**src/rtl/crc_burst_gen.sv**
```systemverilog
// DDR5 write-CRC generator: one CRC-8 engine per 8-bit lane across a full or chopped burst.
// Lane codes are registered on the last data clock and flagged with a one-cycle valid.
module crc_burst_gen #(
  parameter int unsigned N          = 16,
  parameter int unsigned BURST_CLKS = 8,
  parameter int unsigned CHOP_CLKS  = 4,
  parameter logic [7:0]  POLY       = 8'h07,
  parameter logic [7:0]  INIT       = 8'h00
) (
  input  logic           i_clk,
  input  logic           i_reset,
  input  logic           i_crc_en,
  input  logic           i_crc_clear,
  input  logic           i_burst_chop,
  input  logic [2*N-1:0] i_crc_in_data,
  output logic [2*N-1:0] o_crc_code,
  output logic           o_crc_valid,
  output logic           o_busy
);

  localparam int unsigned W  = 2 * N;
  localparam int unsigned L  = W / 8;
  localparam int unsigned CW = $clog2(BURST_CLKS + 1);
  localparam logic [W-1:0] INIT_ALL = {L{INIT}};

  typedef enum logic {
    IDLE  = 1'b0,
    ACCUM = 1'b1
  } state_t;

  state_t        state_q, state_d;
  logic [CW-1:0] cnt_q, cnt_d;
  logic          chop_q, chop_d;
  logic [W-1:0]  acc_q, acc_d;
  logic [W-1:0]  code_q, code_d;
  logic          valid_q, valid_d;

  logic          chop_sel;
  logic [CW-1:0] last_cnt;
  logic [W-1:0]  acc_seed;
  logic [W-1:0]  acc_step;

  // Eight serial LFSR steps, data bit 0 first.
  function automatic logic [7:0] crc8_step(input logic [7:0] acc, input logic [7:0] d);
    logic [7:0] c;
    logic       fb;
    c = acc;
    for (int i = 0; i < 8; i++) begin
      fb = c[7] ^ d[i];
      c  = {c[6:0], 1'b0} ^ (fb ? POLY : 8'h00);
    end
    return c;
  endfunction

  always_comb begin
    state_d  = state_q;
    cnt_d    = cnt_q;
    chop_d   = chop_q;
    acc_d    = acc_q;
    code_d   = code_q;
    valid_d  = 1'b0;
    acc_seed = (state_q == IDLE) ? INIT_ALL : acc_q;
    acc_step = '0;

    // Chop only counts on the first enabled clock; afterwards the latched copy rules.
    chop_sel = (state_q == IDLE) ? i_burst_chop : chop_q;
    last_cnt = chop_sel ? CW'(CHOP_CLKS - 1) : CW'(BURST_CLKS - 1);

    for (int k = 0; k < int'(L); k++) begin
      acc_step[8*k +: 8] = crc8_step(acc_seed[8*k +: 8], i_crc_in_data[8*k +: 8]);
    end

    if (i_crc_clear) begin
      state_d = IDLE;
      cnt_d   = '0;
      chop_d  = 1'b0;
      acc_d   = INIT_ALL;
    end else if (i_crc_en) begin
      if (cnt_q == last_cnt) begin
        code_d  = acc_step;
        valid_d = 1'b1;
        cnt_d   = '0;
        chop_d  = 1'b0;
        acc_d   = INIT_ALL;
        state_d = IDLE;
      end else begin
        acc_d   = acc_step;
        cnt_d   = cnt_q + CW'(1);
        chop_d  = chop_sel;
        state_d = ACCUM;
      end
    end
  end

  always_ff @(posedge i_clk or posedge i_reset) begin
    if (i_reset) begin
      state_q <= IDLE;
      cnt_q   <= '0;
      chop_q  <= 1'b0;
      acc_q   <= INIT_ALL;
      code_q  <= '0;
      valid_q <= 1'b0;
    end else begin
      state_q <= state_d;
      cnt_q   <= cnt_d;
      chop_q  <= chop_d;
      acc_q   <= acc_d;
      code_q  <= code_d;
      valid_q <= valid_d;
    end
  end

  assign o_crc_code  = code_q;
  assign o_crc_valid = valid_q;
  assign o_busy      = (state_q == ACCUM);

endmodule

```
**config.mk**
```make
export PLATFORM = sky130hd
export DESIGN_NAME = crc_burst_gen
export DESIGN_NICKNAME = d
export VERILOG_FILES = /design/src/rtl/crc_burst_gen.sv
export SDC_FILE = /design/constraint.sdc
export NUM_CORES = 1
export LEC_CHECK = 0
export BUFFER_PORTS_ARGS = -buffer_cell sky130_fd_sc_hd__buf_4
export CAP_MARGIN = 10
export CORE_ASPECT_RATIO = 1.2
export CORE_UTILIZATION = 45
export DETAILED_ROUTE_END_ITERATION = 8
export HOLD_SLACK_MARGIN = 0.08
export PLACE_DENSITY = 0.65
export REMOVE_ABC_BUFFERS = 1
export SYNTH_ARGS = -nofsm -noshare
export SYNTH_HDL_FRONTEND = slang
export SYNTH_SLANG_ARGS = --single-unit
```
**constraint.sdc**
```tcl
create_clock -name i_clk -period 5.9 [get_ports i_clk]
set_input_delay 0.295 -clock i_clk [delete_from_list [all_inputs] [get_ports i_clk]]
set_output_delay 0.295 -clock i_clk [all_outputs]
set_load 0.01 [all_outputs]
```
==> metrics <==
status complete, no violations; # resized after CTS 0; synthesis-to-finish area growth 19.97%; Syn Area/Cell 10.52 um2; Pleak 2.365 nW; CTS Hold Bufs 0; Seq. cell area 1777 um2; Die Y 108.0 um; WHS 0.2168 ns; first-pass GRT wire length 14.75 mm; Hold Path Class input pin to asynchronous set/reset pin; Power Density 309.1 nW/um2; Peak Freq 0.3935 GHz; ANT cells 0; Tmin final 2.541 ns; Vias 3002; Die X 90.37 um; routing usage on met2 31.90%; Filler Cells Inserted 823; Num CTS Buffers 9; ANT nets after route 0; largest net degree at the start of global routing 72; Worst EP required 6.18 ns; via-per-instance ratio 5.080; initial antenna violation count 0; GR Util met1 25.00%; Detailed Place HPWL 5.921 mm; final-report max-slew violation count 0; layout cell share with drive strength beyond 1 22.51%; commonest non-fill, non-tap cell in the layout buf_4; Gate Count Post-Synth 401; setup ws final 3.359 ns; crit path kind flop to flop; Iteration-0 DRC Markers 129; TritonCTS clock tree done; worst clock skew 0.009031 ns; ys async rst share 100.0%; Hold Violations, Final 0; commonest cells after routing, fill and taps aside buf_4, dfrtp_1, xnor2_1; Design Area, Final 5059 um2; Sum Neg Setup Slack 0 ns; Reg clk slew, reported paths 0.08 ns; multi-input logic area 2331 um2; clock root buffer clkbuf_8; core area 9081 um2; crit-path max FO 16; Routed WL 8.621 mm; Finish-stage setup viols 0; crit start category flop; DR WL/cell 14.59 um; overall routing resource usage 19.08%; clock buffer depth 2; DRC Markers 0; Netlist cell types 39; RSZ-0062 raised after global routing no; post-layout util 55.70%; Post-Syn Area 4217 um2; CP Capture Type flop; initial core utilization 46.43%; RePlAce Congestion 0.7826; nets@finish 504; clock sink count 71; critical path arrival 2.82 ns; Seq/Total Area, Yosys 42.14%; register bit total from synthesis 71; vias in the first global route 3033; Worst VDD drop 0.1362 mV; max_cap viols 0; die area 9763 um2; boundary pin count 71; Synthesis Warnings 0; Port Buffers 70; fin crit share 43.07%; number of flops mapped to enable cells by yosys 0; Most used DFF post-synth dfrtp_1; slew margin rel. 22.92%; DP Worst Slack 3.312 ns; met3 usage 3.586%; row count 38; First-pass DRT Iterations 4; CTS H-Tree Depth 3; Worst-Margin Slew 1.154 ns; insertion delay to the later sink of the worst-skew pair 0.34 ns; Top Usage Layer GRT met2; Placed Area 4836 um2; Post-CTS Setup Inserts 0; total gr overflow 0
sequential cells by signal (all words and copies together), names as in the netlist:
| register | cells |
|---|---|
| chop_q | 1 |
| cnt_q | 4 |
| acc_q | 32 |
| o_crc_valid | 1 |
| o_busy | 1 |
| o_crc_code | 32 |
synth_stat cells, types with 5 or more instances:
cell type  count  area share (%)
o21ai_1       22             2.6
xnor2_2        6             2.3
xnor2_1       63              13
nor2_1        14             1.2
a22o_1        17             3.5
mux2i_1        8             1.9
dfrtp_1       71              42
nand2b_1       5            0.74
or3_1          5            0.74
a21oi_1       10             1.2
mux2_1        15             4.0
clkbuf_1      15             1.3
nand2_1       58             5.2
xor2_1        41             8.5
path summary, 6_finish.rpt:
kind / cells after the start / slack (ns) / startpoint / end
worst min register to register: 2 / 0.49 / o_crc_code[3] / o_crc_code[3]
min in group i_clk: 2 / 0.22 / i_burst_chop / chop_q
worst max-delay path: 7 / 3.36 / cnt_q[0] / acc_q[3]
worst max register to register: 7 / 3.36 / cnt_q[0] / acc_q[3]
worst min-delay path: 3 / 0.22 / i_reset / o_crc_code[17]
max in group asynchronous: 3 / 5.09 / i_reset / acc_q[7]
logic make-up (layout without fill, tap and decap cells):
| kind of cell | after synthesis | count (layout) | synth area share [%] |
|---|---|---|---|
| flops | 71 | 71 | 42.14 |
| mux | 26 | 26 | 6.765 |
| fa+ha+maj | 1 | 1 | 0.2967 |
| xor+xnor | 117 | 117 | 27.77 |
| compound gates | 70 | 70 | 11.19 |
| simple gates | 90 | 90 | 9.229 |
| buf+inv | 26 | 96 | 2.611 |
report_power, final:
group | total [W] | leakage, nW | switching [W] | internal, W
Clock | 0.000438 | 0.110 | 0.000188 | 0.000250
Combinational | 0.000522 | 1.29 | 0.000257 | 0.000265
Sequential | 0.000604 | 0.961 | 0.0000540 | 0.000550
final cells by class:
type | count | share of cell area (%)
well taps | 120 | 2.968
repair buffers | 74 | 10.98
clock buffers | 11 | 2.795
multi-input cells | 304 | 46.08
clock inverters | 5 | 1.608
flip-flops and latches | 71 | 35.12
inverters | 6 | 0.4452
through the flow:
| stage | power [W] | instances |
|---|---|---|
| after detailed placement | 0.001140 | 575 |
| final | 0.001564 | 591 |
| after CTS | 0.001585 | 591 |
| after global placement | 0.001134 | 575 |
| after floorplan | 0.0009903 | 381 |
| after global routing | 0.001661 | 591 |
worst max-delay path, cell delays in order, from the launching register on:
cell,delay (ns)
dfrtp_1,0.41
ha_1,0.24
nor2b_1,0.17
a211oi_2,0.93
buf_4,0.33
nand2_1,0.10
o22ai_1,0.16
a32o_1,0.14
routing by layer:
| layer | vias up | part of all wire [%] |
|---|---|---|
| li1 | 1485 | - |
| met1 | 1437 | 46 |
| met4 | 0 | 0.88 |
| met2 | 71 | 49 |
| met5 | - | 0 |
| met3 | 9 | 4.3 |
(Power assumes the default switching activity.)
